[config.mk]
export PLATFORM = sky130hd
export DESIGN_NAME = pipe_regfile_flat
export DESIGN_NICKNAME = d
export VERILOG_FILES = /design/src/rtl/pipe_regfile_if.sv /design/src/rtl/pipe_regfile.sv /design/src/flat_wrapper.sv
export SDC_FILE = /design/constraint.sdc
export NUM_CORES = 2
export LEC_CHECK = 0
export BUFFER_PORTS_ARGS = -buffer_cell sky130_fd_sc_hd__buf_2
export CAP_MARGIN = 20
export CORE_UTILIZATION = 55
export CTS_CLUSTER_SIZE = 20
export DETAILED_ROUTE_END_ITERATION = 12
export PLACE_DENSITY = 0.69
export SLEW_MARGIN = 10
export SYNTH_ARGS = -nofsm -noshare
export SYNTH_HDL_FRONTEND = slang
export SYNTH_SLANG_ARGS = --single-unit
[constraint.sdc]
create_clock -name clk -period 24.7 [get_ports clk]
set_input_delay 4.94 -clock clk [delete_from_list [all_inputs] [get_ports clk]]
set_output_delay 4.94 -clock clk [all_outputs]
set_load 0.05 [all_outputs]
[src/rtl/pipe_regfile_if.sv]
// Decode/writeback bundle for pipe_regfile: read ports, writeback, issue and hazard status.
interface pipe_regfile_if #(
  parameter int DATA_W = 32,
  parameter int ADDR_W = 5
);
  logic [ADDR_W-1:0] rs;
  logic [ADDR_W-1:0] rt;
  logic              rs_use;
  logic              rt_use;
  logic [DATA_W-1:0] qa;
  logic [DATA_W-1:0] qb;
  logic              wreg;
  logic [ADDR_W-1:0] wn;
  logic [DATA_W-1:0] wd;
  logic              iss_valid;
  logic [ADDR_W-1:0] iss_dest;
  logic              stall;
  logic [ADDR_W:0]   busy_cnt;

  modport master (
    output rs, rt, rs_use, rt_use, wreg, wn, wd, iss_valid, iss_dest,
    input  qa, qb, stall, busy_cnt
  );

  modport slave (
    input  rs, rt, rs_use, rt_use, wreg, wn, wd, iss_valid, iss_dest,
    output qa, qb, stall, busy_cnt
  );
endinterface

[src/rtl/pipe_regfile.sv]
// Register file with busy-bit scoreboard; combinational reads, RAW stall generation.
// Define PIPE_REGFILE_BYPASS_EN to forward same-cycle writeback data to the read ports.
module pipe_regfile #(
  parameter int DATA_W = 32,
  parameter int ADDR_W = 5
) (
  input  logic           clk,
  input  logic           rst,
  pipe_regfile_if.slave  rf
);
  localparam int NREGS = 2 ** ADDR_W;

  logic [DATA_W-1:0] regs [NREGS];
  logic [NREGS-1:0]  busy;
  logic [NREGS-1:0]  busy_nxt;
  logic [ADDR_W:0]   busy_cnt_q;
  logic [ADDR_W:0]   cnt_nxt;
  logic              fwd_a;
  logic              fwd_b;
  logic              hazard_a;
  logic              hazard_b;

`ifdef PIPE_REGFILE_BYPASS_EN
  assign fwd_a = rf.wreg && (rf.wn != '0) && (rf.wn == rf.rs);
  assign fwd_b = rf.wreg && (rf.wn != '0) && (rf.wn == rf.rt);
`else
  assign fwd_a = 1'b0;
  assign fwd_b = 1'b0;
`endif

  assign rf.qa = fwd_a ? rf.wd : ((rf.rs == '0) ? '0 : regs[rf.rs]);
  assign rf.qb = fwd_b ? rf.wd : ((rf.rt == '0) ? '0 : regs[rf.rt]);

  assign hazard_a = busy[rf.rs] & ~fwd_a;
  assign hazard_b = busy[rf.rt] & ~fwd_b;
  assign rf.stall = (rf.rs_use & hazard_a) | (rf.rt_use & hazard_b);

  // Clear before set so a same-cycle reissue to the retiring register stays busy.
  always_comb begin
    busy_nxt = busy;
    if (rf.wreg)
      busy_nxt[rf.wn] = 1'b0;
    if (rf.iss_valid && !rf.stall && (rf.iss_dest != '0))
      busy_nxt[rf.iss_dest] = 1'b1;
    busy_nxt[0] = 1'b0;
  end

  always_comb begin
    cnt_nxt = '0;
    for (int i = 0; i < NREGS; i++)
      cnt_nxt = cnt_nxt + (ADDR_W+1)'(busy_nxt[i]);
  end

  always_ff @(posedge clk) begin
    if (rst) begin
      for (int i = 0; i < NREGS; i++)
        regs[i] <= '0;
      busy       <= '0;
      busy_cnt_q <= '0;
    end else begin
      if (rf.wreg && (rf.wn != '0))
        regs[rf.wn] <= rf.wd;
      busy       <= busy_nxt;
      busy_cnt_q <= cnt_nxt;
    end
  end

  assign rf.busy_cnt = busy_cnt_q;
endmodule
[src/flat_wrapper.sv]
// flat-port wrapper written by rule: the top's interface ports become plain ports
module pipe_regfile_flat 
#(
  parameter int DATA_W = 32,
  parameter int ADDR_W = 5
)
  (clk, rst, rf_rs, rf_rt, rf_rs_use, rf_rt_use, rf_wreg, rf_wn, rf_wd, rf_iss_valid, rf_iss_dest, rf_qa, rf_qb, rf_stall, rf_busy_cnt);
  pipe_regfile_if #(.DATA_W(DATA_W), .ADDR_W(ADDR_W)) rf_i ();
  input  logic clk;
  input  logic rst;
  input wire logic [$bits(rf_i.rs)-1:0] rf_rs;
  input wire logic [$bits(rf_i.rt)-1:0] rf_rt;
  input wire logic [$bits(rf_i.rs_use)-1:0] rf_rs_use;
  input wire logic [$bits(rf_i.rt_use)-1:0] rf_rt_use;
  input wire logic [$bits(rf_i.wreg)-1:0] rf_wreg;
  input wire logic [$bits(rf_i.wn)-1:0] rf_wn;
  input wire logic [$bits(rf_i.wd)-1:0] rf_wd;
  input wire logic [$bits(rf_i.iss_valid)-1:0] rf_iss_valid;
  input wire logic [$bits(rf_i.iss_dest)-1:0] rf_iss_dest;
  output wire logic [$bits(rf_i.qa)-1:0] rf_qa;
  output wire logic [$bits(rf_i.qb)-1:0] rf_qb;
  output wire logic [$bits(rf_i.stall)-1:0] rf_stall;
  output wire logic [$bits(rf_i.busy_cnt)-1:0] rf_busy_cnt;
  assign rf_i.rs = rf_rs;
  assign rf_i.rt = rf_rt;
  assign rf_i.rs_use = rf_rs_use;
  assign rf_i.rt_use = rf_rt_use;
  assign rf_i.wreg = rf_wreg;
  assign rf_i.wn = rf_wn;
  assign rf_i.wd = rf_wd;
  assign rf_i.iss_valid = rf_iss_valid;
  assign rf_i.iss_dest = rf_iss_dest;
  assign rf_qa = rf_i.qa;
  assign rf_qb = rf_i.qb;
  assign rf_stall = rf_i.stall;
  assign rf_busy_cnt = rf_i.busy_cnt;
  pipe_regfile #(.DATA_W(DATA_W), .ADDR_W(ADDR_W)) u_core (.clk(clk), .rst(rst), .rf(rf_i));
endmodule
==> summary.md <==
| Metric | Value |
|---|---|
| Run status | complete, no violations |
| Startpoint types | primary input |
| Area grow syn2layout | 10.8% |
| Worst Setup End Kind | primary output |
| Pwr dens | 70.5 nW/µm² |
| Commonest non-fill, non-tap cell in the layout | edfxtp_1 |
| Drt wl/cell | 36.6 µm |
| DRC Markers | 0 |
| P_sw | 1.16 mW |
| Hold Vio Cnt, Final | 0 |
| Worst-path clk slew | 0.06 ns |
| Most frequent cells in the layout | 1024 x edfxtp_1, 993 x and2_1, 640 x mux4_2 |
| Combinational Power Share | 13.8% |
| # IOs | 129 |
| Max Slew Vio Count | 0 |
| Relative slew slack | 16.4% |
| Clock sink count | 1061 |
| Drt pass-1 iters | 5 |
| Worst-path maximum fanout | 98 |
| Fill cells | 7594 |
| Setup bufs post-CTS | 0 |
| Async set or reset register ratio after synthesis | 0% |
| Antenna violations before repair | 24 |
| DIE HEIGHT | 325 µm |
| Cts repair resizes | 0 |
| CP required | roughly 20 ns |
| Clock skew | 0.00406 ns |
| PortBufs | 128 |
| Clock power frac | just under 40% |
| Hold_buf cts | 0 |
| RSZ-0062 raised after global routing | false |
| WL final | 187 mm |
| Num CTS Buffers | around 110 |
| Pin count of the biggest net entering global routing | 142 |
| RePlAce Congestion | ~0.9 |
| Count of cell types in the netlist | 52 |
| Post-DP HPWL | 105 mm |
| # setup viols final | 0 |
| Vias per inst | 7.04 |
| Synth Flop Type | edfxtp_1 |
| GR Overflow Total | 0 |
| Total vias in the final route | between 30000 and 40000 |
| Worst R2R Setup Slack | 17.78 ns |
| Clk_lat worst skew | 0.71 ns |
| First-pass GRT wire length | 264 mm |
| Floorplan row count | 118 |
| Setup tns final | 0 ns |
| Max IR drop VDD | roughly 0.064 mV |
| Internal power | 3.33 mW |
| Die ar. | 106000 µm² |
| Worst reg2reg startpoint | u_core.busy[22] |
| Clock Root Buffer | clkbuf_16 |
| Core area | 104000 µm² |
| Setup CP Type | primary input to primary output |
| Share of layout cells above drive strength 1 | 30.8% |
| Worst-Margin Slew | roughly 1.2 ns |
| Fin Hold WS | roughly 0.52 ns |
| Yosys reg bits | between 1000 and 1500 |
| Routed Antenna Nets | 0 |
| Fin crit period | about 14 ns |
| Reg power frac | 47.2% |
| Number of global-route vias before repair | 36576 |
| Mapped Area | 57500 µm² |
| Final Cycle Share | 57.6% |
| Syn Inst Count | 3624 |
| Sw Ratio | 25.8% |
| Initial Utilization | between 50% and 60% |
| Arrival time at the worst endpoint | between 9 and 10 ns |
| Total track usage | a little over a third |
| Die boundary width | 325 µm |
| Drt initial violations | around 5800 |
| Critical path origin | rf_rt[0] |
| Leakage | 21.8 nW |
| Syn_area_per_cell | 15.9 µm² |
| Layout net count | 3698 |
| Max Clk Rate | 70.2 MHz |
| HP Start | u_core.busy[4] |
| EDFF count, synth | slightly above 1000 |
| Hold Crit Class | flip-flop to flip-flop |
| Maximum clock path buffer count | 3 |
| Post-synthesis sequential area ratio | between 50% and 60% |
| H-tree depth | 3 |
| CTS tree | built |
| MaxCap Viol Count | 0 |
| Warnings from Yosys | 0 |
[power groups by stage]
stage / clock network (mW) / logic [mW] / registers (mW)
floorplan: 0 / 0.407 / 2.14
global placement: 0 / 0.602 / 2.15
detailed placement: 0 / 0.610 / 2.16
CTS: 1.76 / 0.612 / 2.12
global route: 1.82 / 0.637 / 2.13
finish: 1.75 / 0.621 / 2.12
[worst max-delay path: stages]
cell and delay [ns]:
buf_8 0.63, buf_4 0.93, buf_12 0.71, mux4_2 0.60, mux4_2 0.52, mux2i_1 0.44, nor2_1 0.09, buf_2 0.24
[cells in the mapped netlist (all sizes together) (2+ instances only)]
| library cell | n | share of area, % |
|---|---|---|
| edfxtp | 1024 | 53 |
| and2 | 993 | 11 |
| mux4 | 640 | 25 |
| clkbuf | 278 | 1.8 |
| buf | 112 | 0.94 |
| o21ai | 84 | 0.73 |
| nor2 | 70 | 0.46 |
| inv | 53 | 0.35 |
| nand2b | 48 | 0.52 |
| mux2i | 41 | 0.71 |
| nand2 | 41 | 0.27 |
| dfxtp | 37 | 1.3 |
| o31ai | 28 | 0.37 |
| fa | 23 | 0.80 |
| mux2 | 22 | 0.43 |
| o41ai | 19 | 0.37 |
| o41a | 15 | 0.29 |
| nand3 | 13 | 0.11 |
| nor2b | 11 | 0.12 |
| nand3b | 10 | 0.13 |
| a22o | 9 | 0.14 |
| ha | 9 | 0.20 |
| or2 | 7 | 0.076 |
| or3b | 4 | 0.061 |
| nor3 | 3 | 0.026 |
| or3 | 3 | 0.033 |
| a211oi | 2 | 0.048 |
| a21o | 2 | 0.026 |
| a21oi | 2 | 0.017 |
| a221oi | 2 | 0.061 |
| nor3b | 2 | 0.026 |
| nor4b | 2 | 0.030 |
| xor2 | 2 | 0.030 |
[worst paths after layout]
path	to	cells past startpoint
min reg2reg	u_core.busy[4]	2
max reg2reg	u_core.rf.busy_cnt[4]	23
min	u_core.busy[4]	2
max	rf_qb[22]	8
[logic make-up after synthesis]
group	synth area share, %
DFF	54.8
buffers and inverters	3.10
xor gates and xnor gates	0.0305
adders and majority gates	0.996
AOI/OAI and AO/OA	2.24
muxes	26.2
other	0.00652
and+or+nand+nor	12.7
[state kept, by name, indices dropped and copies added, names as in the netlist]
signal and count:
u_core.busy 31, u_core.regs 1024, u_core.rf.busy_cnt 6
[stage by stage]
step | setup slack [ns] | std cells | area, µm² | power [mW] | utilization (%)
finish | 10.46 | 5098 | 63700 | 4.49 | 61.5
global route | 10.10 | 5088 | 63700 | 4.59 | 61.5
CTS | 10.38 | 5083 | 63600 | 4.49 | 61.4
detailed placement | 10.38 | 4870 | 59900 | 2.77 | 57.8
global placement | 10.44 | 4863 | 59700 | 2.75 | 57.6
floorplan | 12.26 | 3655 | 57600 | 2.55 | -
[layout make-up]
| type | instances | area, µm² | share of cell area [%] |
|---|---|---|---|
| flip-flops and latches | 1061 | 31500 | 49.4 |
| well taps | 1380 | 1730 | 2.71 |
| inverters | 53 | 210 | 0.330 |
| clock buffers | 135 | 3020 | 4.73 |
| multi-input cells | 2151 | 24900 | 39.1 |
| diodes | 13 | 32.5 | 0.0510 |
| repair buffers | 227 | 1560 | 2.45 |
| clock inverters | 78 | 763 | 1.20 |
[metal layers]
layer	wire length, µm	GRT usage, %	vias up	share of wire (%)
met4	9220	16.0	10	4.9
met3	25800	10.4	510	14
met1	63900	47.1	18588	34
li1	-	-	13933	-
met2	87600	54.9	2853	47
met5	60	0	-	0.032
No activity file was read; power rests on OpenSTA's default activity.
